File: src/rtl/mac_arbiter.sv
// Round-robin arbiter that shares one MAC among N_REQ requesters.
// Quantizes the 16-bit result to 8 bits and returns it tagged with the requester id.
module mac_arbiter #(
  parameter int N_REQ   = 4,
  parameter int TIMEOUT = 255
) (
  input  logic               clk,
  input  logic               rst,
  input  logic [N_REQ-1:0]   req,
  input  logic [24*N_REQ-1:0] req_data,
  output logic [N_REQ-1:0]   gnt,
  output logic               rsp_valid,
  output logic [2:0]         rsp_id,
  output logic [7:0]         rsp_data,
  output logic               rsp_err,
  output logic               busy,
  output logic               mac_en,
  output logic [7:0]         mac_a,
  output logic [7:0]         mac_b,
  output logic [7:0]         mac_c,
  input  logic [15:0]        mac_mout,
  input  logic               mac_done
);

  typedef enum logic [1:0] {
    S_IDLE,
    S_RUN,
    S_RESP
  } state_e;

  state_e state_q, state_d;

  logic [2:0]       ptr_q, ptr_d;
  logic [7:0]       cnt_q, cnt_d;
  logic [N_REQ-1:0] gnt_q, gnt_d;
  logic             rsp_valid_q, rsp_valid_d;
  logic [2:0]       rsp_id_q, rsp_id_d;
  logic [7:0]       rsp_data_q, rsp_data_d;
  logic             rsp_err_q, rsp_err_d;
  logic             mac_en_q, mac_en_d;
  logic [7:0]       mac_a_q, mac_a_d;
  logic [7:0]       mac_b_q, mac_b_d;
  logic [7:0]       mac_c_q, mac_c_d;

  logic             arb_hit;
  logic [2:0]       arb_idx;
  logic [23:0]      arb_ops;

  function automatic logic [7:0] quant(input logic [15:0] m);
    logic [7:0] r;
    r[7] = m[15];
    if (m[14] | m[13]) r[6:0] = 7'h7F;
    else               r[6:0] = m[12:6];
    return r;
  endfunction

  // Search starts one past the last grant so every requester gets a turn.
  always_comb begin
    arb_hit = 1'b0;
    arb_idx = ptr_q;
    for (int k = 1; k <= N_REQ; k++) begin
      if (!arb_hit && req[(int'(ptr_q) + k) % N_REQ]) begin
        arb_hit = 1'b1;
        arb_idx = 3'((int'(ptr_q) + k) % N_REQ);
      end
    end
  end

  assign arb_ops = req_data[24*int'(arb_idx) +: 24];

  always_comb begin
    state_d     = state_q;
    ptr_d       = ptr_q;
    cnt_d       = cnt_q;
    gnt_d       = '0;
    rsp_valid_d = 1'b0;
    rsp_id_d    = rsp_id_q;
    rsp_data_d  = rsp_data_q;
    rsp_err_d   = rsp_err_q;
    mac_en_d    = mac_en_q;
    mac_a_d     = mac_a_q;
    mac_b_d     = mac_b_q;
    mac_c_d     = mac_c_q;
    unique case (state_q)
      S_IDLE: begin
        if (arb_hit) begin
          state_d  = S_RUN;
          ptr_d    = arb_idx;
          cnt_d    = '0;
          gnt_d    = N_REQ'(1) << arb_idx;
          rsp_id_d = arb_idx;
          mac_en_d = 1'b1;
          mac_a_d  = arb_ops[7:0];
          mac_b_d  = arb_ops[15:8];
          mac_c_d  = arb_ops[23:16];
        end
      end
      S_RUN: begin
        // A done arriving on the timeout cycle still counts as success.
        if (mac_done) begin
          state_d     = S_RESP;
          mac_en_d    = 1'b0;
          rsp_valid_d = 1'b1;
          rsp_data_d  = quant(mac_mout);
          rsp_err_d   = 1'b0;
        end else if (cnt_q == 8'(TIMEOUT - 1)) begin
          state_d     = S_RESP;
          mac_en_d    = 1'b0;
          rsp_valid_d = 1'b1;
          rsp_data_d  = '0;
          rsp_err_d   = 1'b1;
        end else begin
          cnt_d = cnt_q + 8'd1;
        end
      end
      S_RESP: begin
        state_d = S_IDLE;
      end
      default: begin
        state_d = S_IDLE;
      end
    endcase
  end

  always_ff @(posedge clk or posedge rst) begin
    if (rst) begin
      state_q     <= S_IDLE;
      ptr_q       <= 3'(N_REQ - 1);
      cnt_q       <= '0;
      gnt_q       <= '0;
      rsp_valid_q <= 1'b0;
      rsp_id_q    <= '0;
      rsp_data_q  <= '0;
      rsp_err_q   <= 1'b0;
      mac_en_q    <= 1'b0;
      mac_a_q     <= '0;
      mac_b_q     <= '0;
      mac_c_q     <= '0;
    end else begin
      state_q     <= state_d;
      ptr_q       <= ptr_d;
      cnt_q       <= cnt_d;
      gnt_q       <= gnt_d;
      rsp_valid_q <= rsp_valid_d;
      rsp_id_q    <= rsp_id_d;
      rsp_data_q  <= rsp_data_d;
      rsp_err_q   <= rsp_err_d;
      mac_en_q    <= mac_en_d;
      mac_a_q     <= mac_a_d;
      mac_b_q     <= mac_b_d;
      mac_c_q     <= mac_c_d;
    end
  end

  assign gnt       = gnt_q;
  assign rsp_valid = rsp_valid_q;
  assign rsp_id    = rsp_id_q;
  assign rsp_data  = rsp_data_q;
  assign rsp_err   = rsp_err_q;
  assign busy      = (state_q != S_IDLE);
  assign mac_en    = mac_en_q;
  assign mac_a     = mac_a_q;
  assign mac_b     = mac_b_q;
  assign mac_c     = mac_c_q;

endmodule

File: config.mk
export PLATFORM = sky130hd
export DESIGN_NAME = mac_arbiter
export DESIGN_NICKNAME = d
export VERILOG_FILES = /design/src/rtl/mac_arbiter.sv
export SDC_FILE = /design/constraint.sdc
export NUM_CORES = 1
export LEC_CHECK = 0
export CORE_MARGIN = 5
export CORE_UTILIZATION = 25
export DETAILED_ROUTE_END_ITERATION = 6
export PLACE_DENSITY = 0.6
export SYNTH_ARGS = -nofsm -noshare
export SYNTH_HDL_FRONTEND = slang
export SYNTH_SLANG_ARGS = --single-unit
File: constraint.sdc
create_clock -name clk -period 1.9 [get_ports clk]
set_input_delay 0.38 -clock clk [delete_from_list [all_inputs] [get_ports clk]]
set_output_delay 0.38 -clock clk [all_outputs]
set_load 0.03 [all_outputs]
### Yosys cells after proc, flatten, opt, wreduce, memory -nomap -nowiden

Index checks and enable logic that the tools add are counted.

| cells by class | value |
|---|---|
| $add $sub $neg | 5 |
| $mul | 1 |
| divide/modulo/power cells | 0 |
| order comparisons | 4 |
| equal/unequal tests | 6 |
| shifts and indexed selects | 2 |
| mux-type cells | 42 |
| bitwise logic cells | 5 |
| reduce and logical (&&, ||, !) cells | 19 |

Operator list:

| operator | count |
|---|---|
| variable part select 96 x 9 -> 24 bit | 1 |
| two-way mux 8 bit | 5 |
| two-way mux 1 bit | 20 |
| < comparator 3 x 4 -> 1 bit, second input constant | 4 |
| one-hot mux 8 bit (2 select lines) | 1 |
| two-way mux 3 bit | 4 |
| adder 8 x 1 -> 8 bit, second input constant | 1 |
| binary-select mux 1 bit (select 2 bit) | 4 |
| == test 8 bit, second input constant | 1 |
| two-way mux 4 bit | 2 |
| OR reduction 2 bit | 4 |
| two-way mux 7 bit | 1 |
| two-way mux 2 bit | 3 |
| inequality test 2 bit, second input constant | 3 |
| AND reduction 2 bit | 3 |
| nonzero test 2 bit | 3 |
| multiplier 2 x 3 -> 5 bit, first input constant | 1 |
| adder 2 x 1 -> 2 bit, second input constant | 2 |
| adder 2 bit, second input constant | 2 |
| AND 1 bit, first input constant | 4 |
| one-hot mux 2 bit (2 select lines) | 1 |
| AND reduction 4 bit | 1 |
| << shifter 1 x 3 -> 4 bit, first input constant | 1 |
| logical AND 1 bit | 3 |
| other kinds (7) | 9 |

| word-level totals | value |
|---|---|
| flip-flop bits (word level) | 55 |
| bits in latches | 0 |
| bits in writable memories | 0 |
| ROM bits | 0 |
| input port bits | 119 |
| output and inout port bits | 43 |
| logic and storage cells | 96 |
| memories kept | 0 |

### Depth between registers and ports, before layout

| logic depth | value |
|---|---|
| word-level depth | 19 |
| mapped depth | 8 |
| gate-level depth less buffers | 7 |

### Worst setup path before layout

OpenSTA, ideal clock, no wires.

| timing | value |
|---|---|
| kind | flip-flop to flip-flop |
| start | register state_q[1] |
| end | register mac_a_q[7], in the netlist mac_a[7] |
| arrival | 1800 ps |
| required time | 1814 ps |
| slack | 14 ps |
| cell stages (with the launch flop) | 7 |
| buffers on the path | 2 |
| period minus slack after synthesis | 1886 ps |
| cells stage by stage | dfrtp_1 > or2_4 > or2_1 > or4_1 > buf_6 > buf_6 > o221ai_2 |

| between the ends | value |
|---|---|
| word-level cells in the longest chain between the ends | 2 |

RTL lines:

| element | RTL line | RTL |
|---|---|---|
| from (decl) | 31 | `state_e state_q, state_d;` |
| from (signal assigned) | 140 | `state_q <= state_d;` |
| zero test 2 bit | 84 | `unique case (state_q)` |
| AND reduction 2 bit (no source line) | - |  |
| to (signal assigned) | 149 | `mac_a_q <= mac_a_d;` |
| to (decl) | 41 | `logic [7:0] mac_a_q, mac_a_d;` |

No other way between the ends.
A chain may end at the register's enable or synchronous reset.

### Final worst setup path

| timing | value |
|---|---|
| start | register ptr_q[1] |
| end | register mac_b_q[6], in the netlist mac_b[6] |

| between the ends | value |
|---|---|
| word-level cells in the longest chain between the ends | 16 |
| elaborated cells on any way between the ends | 41 |
| those cells by class | add/sub (4); mul (1); shift (1); mux (20); bitwise (4); reduce/logical (11) |

RTL lines:

| element | RTL line | RTL |
|---|---|---|
| from (decl) | 33 | `logic [2:0] ptr_q, ptr_d;` |
| from (signal assigned) | 128 | `ptr_q <= 3'(N_REQ - 1);` |
| from (signal assigned) | 141 | `ptr_q <= ptr_d;` |
| adder 2 x 1 -> 2 bit | 62, 64 |  |
| binary-select mux 1 bit (select 2 bit) | 62 | `if (!arb_hit && req[(int'(ptr_q) + k) % N_REQ]) begin` |
| two-way mux 1 bit (implied by the code) (2 in series) | 62 |  |
| two-way mux 1 bit | 62 |  |
| zero test 1 bit | 62 |  |
| logical AND 1 bit | 62 |  |
| two-way mux 1 bit | 62 |  |
| zero test 1 bit | 62 |  |
| logical AND 1 bit | 62 |  |
| two-way mux 1 bit | 62 |  |
| zero test 1 bit | 62 |  |
| logical AND 1 bit | 62 |  |
| two-way mux 3 bit | 62 |  |
| multiplier 2 x 3 -> 5 bit | 69 | `assign arb_ops = req_data[24*int'(arb_idx) +: 24];` |
| variable part select 96 x 9 -> 24 bit | 69 |  |
| to (signal assigned) | 150 | `mac_b_q <= mac_b_d;` |
| to (decl) | 42 | `logic [7:0] mac_b_q, mac_b_d;` |

Several ways; a longest one is shown, not always the timed one. The select of a mux whose other input is x is not followed.

==> reports/qor.csv <==
stage,metric,value,unit
outcome,outcome,"finished, final reports clean",
min_path,Hold WC Path Type,input port to async pin,
global_routing,initial antenna violation count,0,
worst_setup_path,CP Launch Type,flop,
synth,distinct cell type count after synthesis,36,
power,Peak VDD IR,0.630,mV
place,port buffer count,155,
synth,register area share after synthesis,0.460,
global_routing,total gr overflow,0,
final_layout,Area growth syn-to-layout,77.2,%
timing,setup_tns,0,ns
power,Logic pwr share,0.636,
timing,Max Clock Skew,0.00493,ns
worst_setup_path,worst r2r dst,mac_b[6]$_DFFE_PP0P_,
place,Placement Cell Area,4780,um^2
power,net switching power figure,3210,uW
worst_setup_path,flop2flop setup slack,0.005,ns
timing,Final Slew Violations,0,
flow_run,Max Cap Violations,0,
worst_setup_path,worst path cell trace,"nor3b_2, buf_4, or4_4, clkbuf_16, o221ai_4",
worst_setup_path,Critical Path RT,2.10,ns
timing,worst slew pin tran,0.511,ns
final_layout,# diodes,0,
clock_tree,CTS tree,built,
final_layout,Layout Nets,565,
clock_tree,htree depth,2,
detailed_routing,Vias/cell,4.62,
die,Die ar.,14000,um^2
die,Die W,118,um
synth,Ys Warns,0,
synth,Mapped Cells,275,
clock_tree,CTS Hold Buffers Added,0,
power,PwrDens,1470,nW/um^2
power,Pint,4460,uW
synth,adder-cell area share of the yosys netlist,0.00851,
synth,syn_area_per_cell,10.7,um^2
place,GPL Wtd Cong,0.804,
worst_setup_path,CP peak stage delay,0.65,ns
final_layout,most frequent cells in the layout,"clkdlybuf4s50_1 (150), dfrtp_1 (52), nand2_1 (45)",
clock_tree,CTS root buf,clkbuf_16,
worst_setup_path,CP max stage cell,or4_4,
timing,RSZ-0062 raised after global routing,yes,
synth,main combinational cell family by area after synthesis,compound AO/OA/AOI/OAI gates,
die,IO Count,162,
timing,final setup violation count,0,
detailed_routing,drt first pass iters,4,
clock_tree,clock sink count,54,
global_routing,vias in the first global route,2936,
worst_setup_path,endpoint class of the critical path,flop,
detailed_routing,Remaining DRCs,0,
final_layout,"commonest non-fill, non-tap cell in the layout",clkdlybuf4s50_1,
synth,Synth Area in XOR/XNOR,0.0179,
die,Initial Util,0.256,
power,Sw Share,0.419,
detailed_routing,DRT iter0 DRCs,96,
power,Flop pwr share,0.245,
timing,minimum clock period,1.89,ns
synth,Synth Area in Compound Gates,0.170,
timing,fmax,528,MHz
power,Clock power frac,0.120,
synth,register bit total from synthesis,54,
detailed_routing,WL/cell,16.1,um
final_layout,# fillers,1065,
global_routing,GRT Total Usage,0.132,
clock_tree,TritonCTS buffer count,5,
clock_tree,CTS Buffer Depth,2,
synth,Mapped Area,2940,um^2
die,row count,39,
final_layout,share of cells above drive strength 1,0.191,
timing,fin crit share,0.997,
synth,Synthesized Nets,396,
timing,Max transition margin,0.658,
worst_setup_path,Worst R2R Start,ptr_q[1]$_DFFE_PP1P_,
die,Die Span Y,118,um
detailed_routing,routed wire length,9.48,mm
worst_setup_path,CP Max Fanout,6,
detailed_routing,ANT nets after route,0,
worst_setup_path,R2R depth,5,
timing,"Hold Violations, Final",0,
final_layout,Final Cell Area,5210,um^2
detailed_routing,DR vias,2716,
worst_setup_path,CP arrival,2.10,ns
clock_tree,worst skew pair latency,0.28,ns
synth,multiplexer area fraction after synthesis,0.163,
synth,Synth Area in Simple Gates,0.131,
worst_setup_path,critical path type,flop to flop,
die,CORE AREA,11500,um^2
power,Leak Pwr,0.00215,uW
place,Post-DP HPWL,7.08,mm
global_routing,pin count of the biggest net entering global routing,55,
clock_tree,"CTS clk-pin slew, worst paths",0.07,ns
global_routing,first-pass GRT wire length,15.2,mm
cell families (layout without fill, tap and decap cells):
family                     Yosys count  after routing
adders and majority gates            2              2
and+or+nand+nor                     87             87
AOI/OAI and AO/OA                   53             53
DFF                                 54             54
xor gates and xnor gates             6              6
buffers and inverters               25            195
muxes                               48             48
worst max-delay path, delay by kind of cell (launching register included):
family / cells / cell delay, ns
AOI/OAI and AO/OA: 1 / 0.13
and+or+nand+nor: 2 / 0.73
DFF: 1 / 0.60
buffers and inverters: 2 / 0.35
worst max path at each step:
stage,startpoint,end,slack [ns],cells after the start
3_5_place_dp,req[0],mac_c[0]$_DFFE_PP0P_,-0.43,6
4_1_cts,state_q[1]$_DFFE_PP0P_,mac_c[0]$_DFFE_PP0P_,-0.04,5
6_report,ptr_q[1]$_DFFE_PP1P_,mac_b[6]$_DFFE_PP0P_,0.005,5
2_1_floorplan,state_q[1]$_DFFE_PP0P_,mac_a[7]$_DFFE_PP0P_,0.01,6
3_3_place_gp,req[1],mac_c[4]$_DFFE_PP0P_,-0.43,7
5_1_grt,state_q[1]$_DFFE_PP0P_,mac_a[7]$_DFFE_PP0P_,-0.05,5
synthesized netlist by cell type:
| cell | count | area share |
|---|---|---|
| or2_2 | 2 | 0.0043 |
| a21boi_0 | 2 | 0.0051 |
| and2_1 | 1 | 0.0021 |
| o21ai_0 | 3 | 0.0051 |
| dfrtp_1 | 52 | 0.44 |
| nor4_1 | 1 | 0.0021 |
| nor3_1 | 7 | 0.012 |
| mux2i_1 | 48 | 0.16 |
| o211ai_1 | 2 | 0.0051 |
| clkbuf_1 | 9 | 0.011 |
| nor3b_1 | 1 | 0.0026 |
| ha_1 | 2 | 0.0085 |
| or2_4 | 1 | 0.0030 |
| inv_1 | 5 | 0.0064 |
| nand2_1 | 46 | 0.059 |
| dfstp_2 | 2 | 0.018 |
| o221ai_2 | 16 | 0.082 |
| nor2_1 | 12 | 0.015 |
| buf_2 | 4 | 0.0068 |
| nand2b_1 | 3 | 0.0064 |
| nor2b_1 | 1 | 0.0021 |
| a31oi_1 | 2 | 0.0043 |
| nand3_1 | 8 | 0.014 |
| o221ai_1 | 7 | 0.021 |
| buf_4 | 2 | 0.0051 |
| a21o_1 | 2 | 0.0051 |
| or2_1 | 1 | 0.0021 |
| buf_6 | 5 | 0.019 |
| a21oi_1 | 11 | 0.019 |
| nand4_1 | 2 | 0.0043 |
| xnor2_1 | 6 | 0.018 |
| a21bo_2 | 1 | 0.0034 |
| o31ai_2 | 1 | 0.0043 |
| a211oi_1 | 4 | 0.010 |
| or4_1 | 1 | 0.0026 |
| a21oi_2 | 2 | 0.0060 |
layer usage:
layer	part of all wire	wire, um	vias up	global-route usage
met4	0.016	155	0	0.0397
met2	0.52	4880	82	0.226
met1	0.42	3940	1293	0.165
li1	-	-	1333	-
met3	0.052	494	8	0.0296
met5	0	0	-	0
power by group through the flow:
stage / Clock (uW) / Combinational [uW] / Sequential (uW)
6_report: 917 / 4880 / 1880
3_5_place_dp: 0 / 4330 / 1880
5_1_grt: 1000 / 5220 / 1940
3_3_place_gp: 0 / 4260 / 1880
2_1_floorplan: 0 / 1920 / 2590
4_1_cts: 961 / 4610 / 1880
registers in the layout, summed over array words and instances, names as in the netlist, 2 cells and up:
| signal | cells |
|---|---|
| rsp_data | 8 |
| rsp_id | 2 |
| cnt_q | 8 |
| mac_c | 8 |
| mac_b | 8 |
| ptr_q | 3 |
| gnt | 4 |
| mac_a | 8 |
| state_q | 2 |
repair_timing:
| action | in CTS | in global routing |
|---|---|---|
| endpoints found under the setup margin | 30 | 26 |
| pin swaps | 0 | 3 |
| setup buffers | 0 | 0 |
| gates resized for setup | 18 | 24 |
| cloned | 3 | 1 |
per-stage QoR:
stage / hold slack [ns] / setup WS [ns] / util / std cells / total power, uW
floorplan: 0.455 / 0.0141 / - / 275 / 4510
global placement: 0.470 / -0.428 / 0.417 / 576 / 6140
detailed placement: 0.472 / -0.427 / 0.417 / 576 / 6210
CTS: 0.474 / -0.0378 / 0.440 / 587 / 7450
global route: 0.515 / -0.0546 / 0.454 / 588 / 8170
finish: 0.473 / 0.00522 / 0.454 / 588 / 7670
cell type report:
class / count / area, um^2 / area share
tap: 143 / 179 / 0.0343
inverter: 5 / 18.8 / 0.00360
timing repair buffer: 182 / 1890 / 0.363
clock inverter: 2 / 12.5 / 0.00240
clock buffer: 6 / 139 / 0.0267
sequential: 54 / 1350 / 0.260
multi-input combinational: 196 / 1620 / 0.310
(Power assumes the default switching activity.)
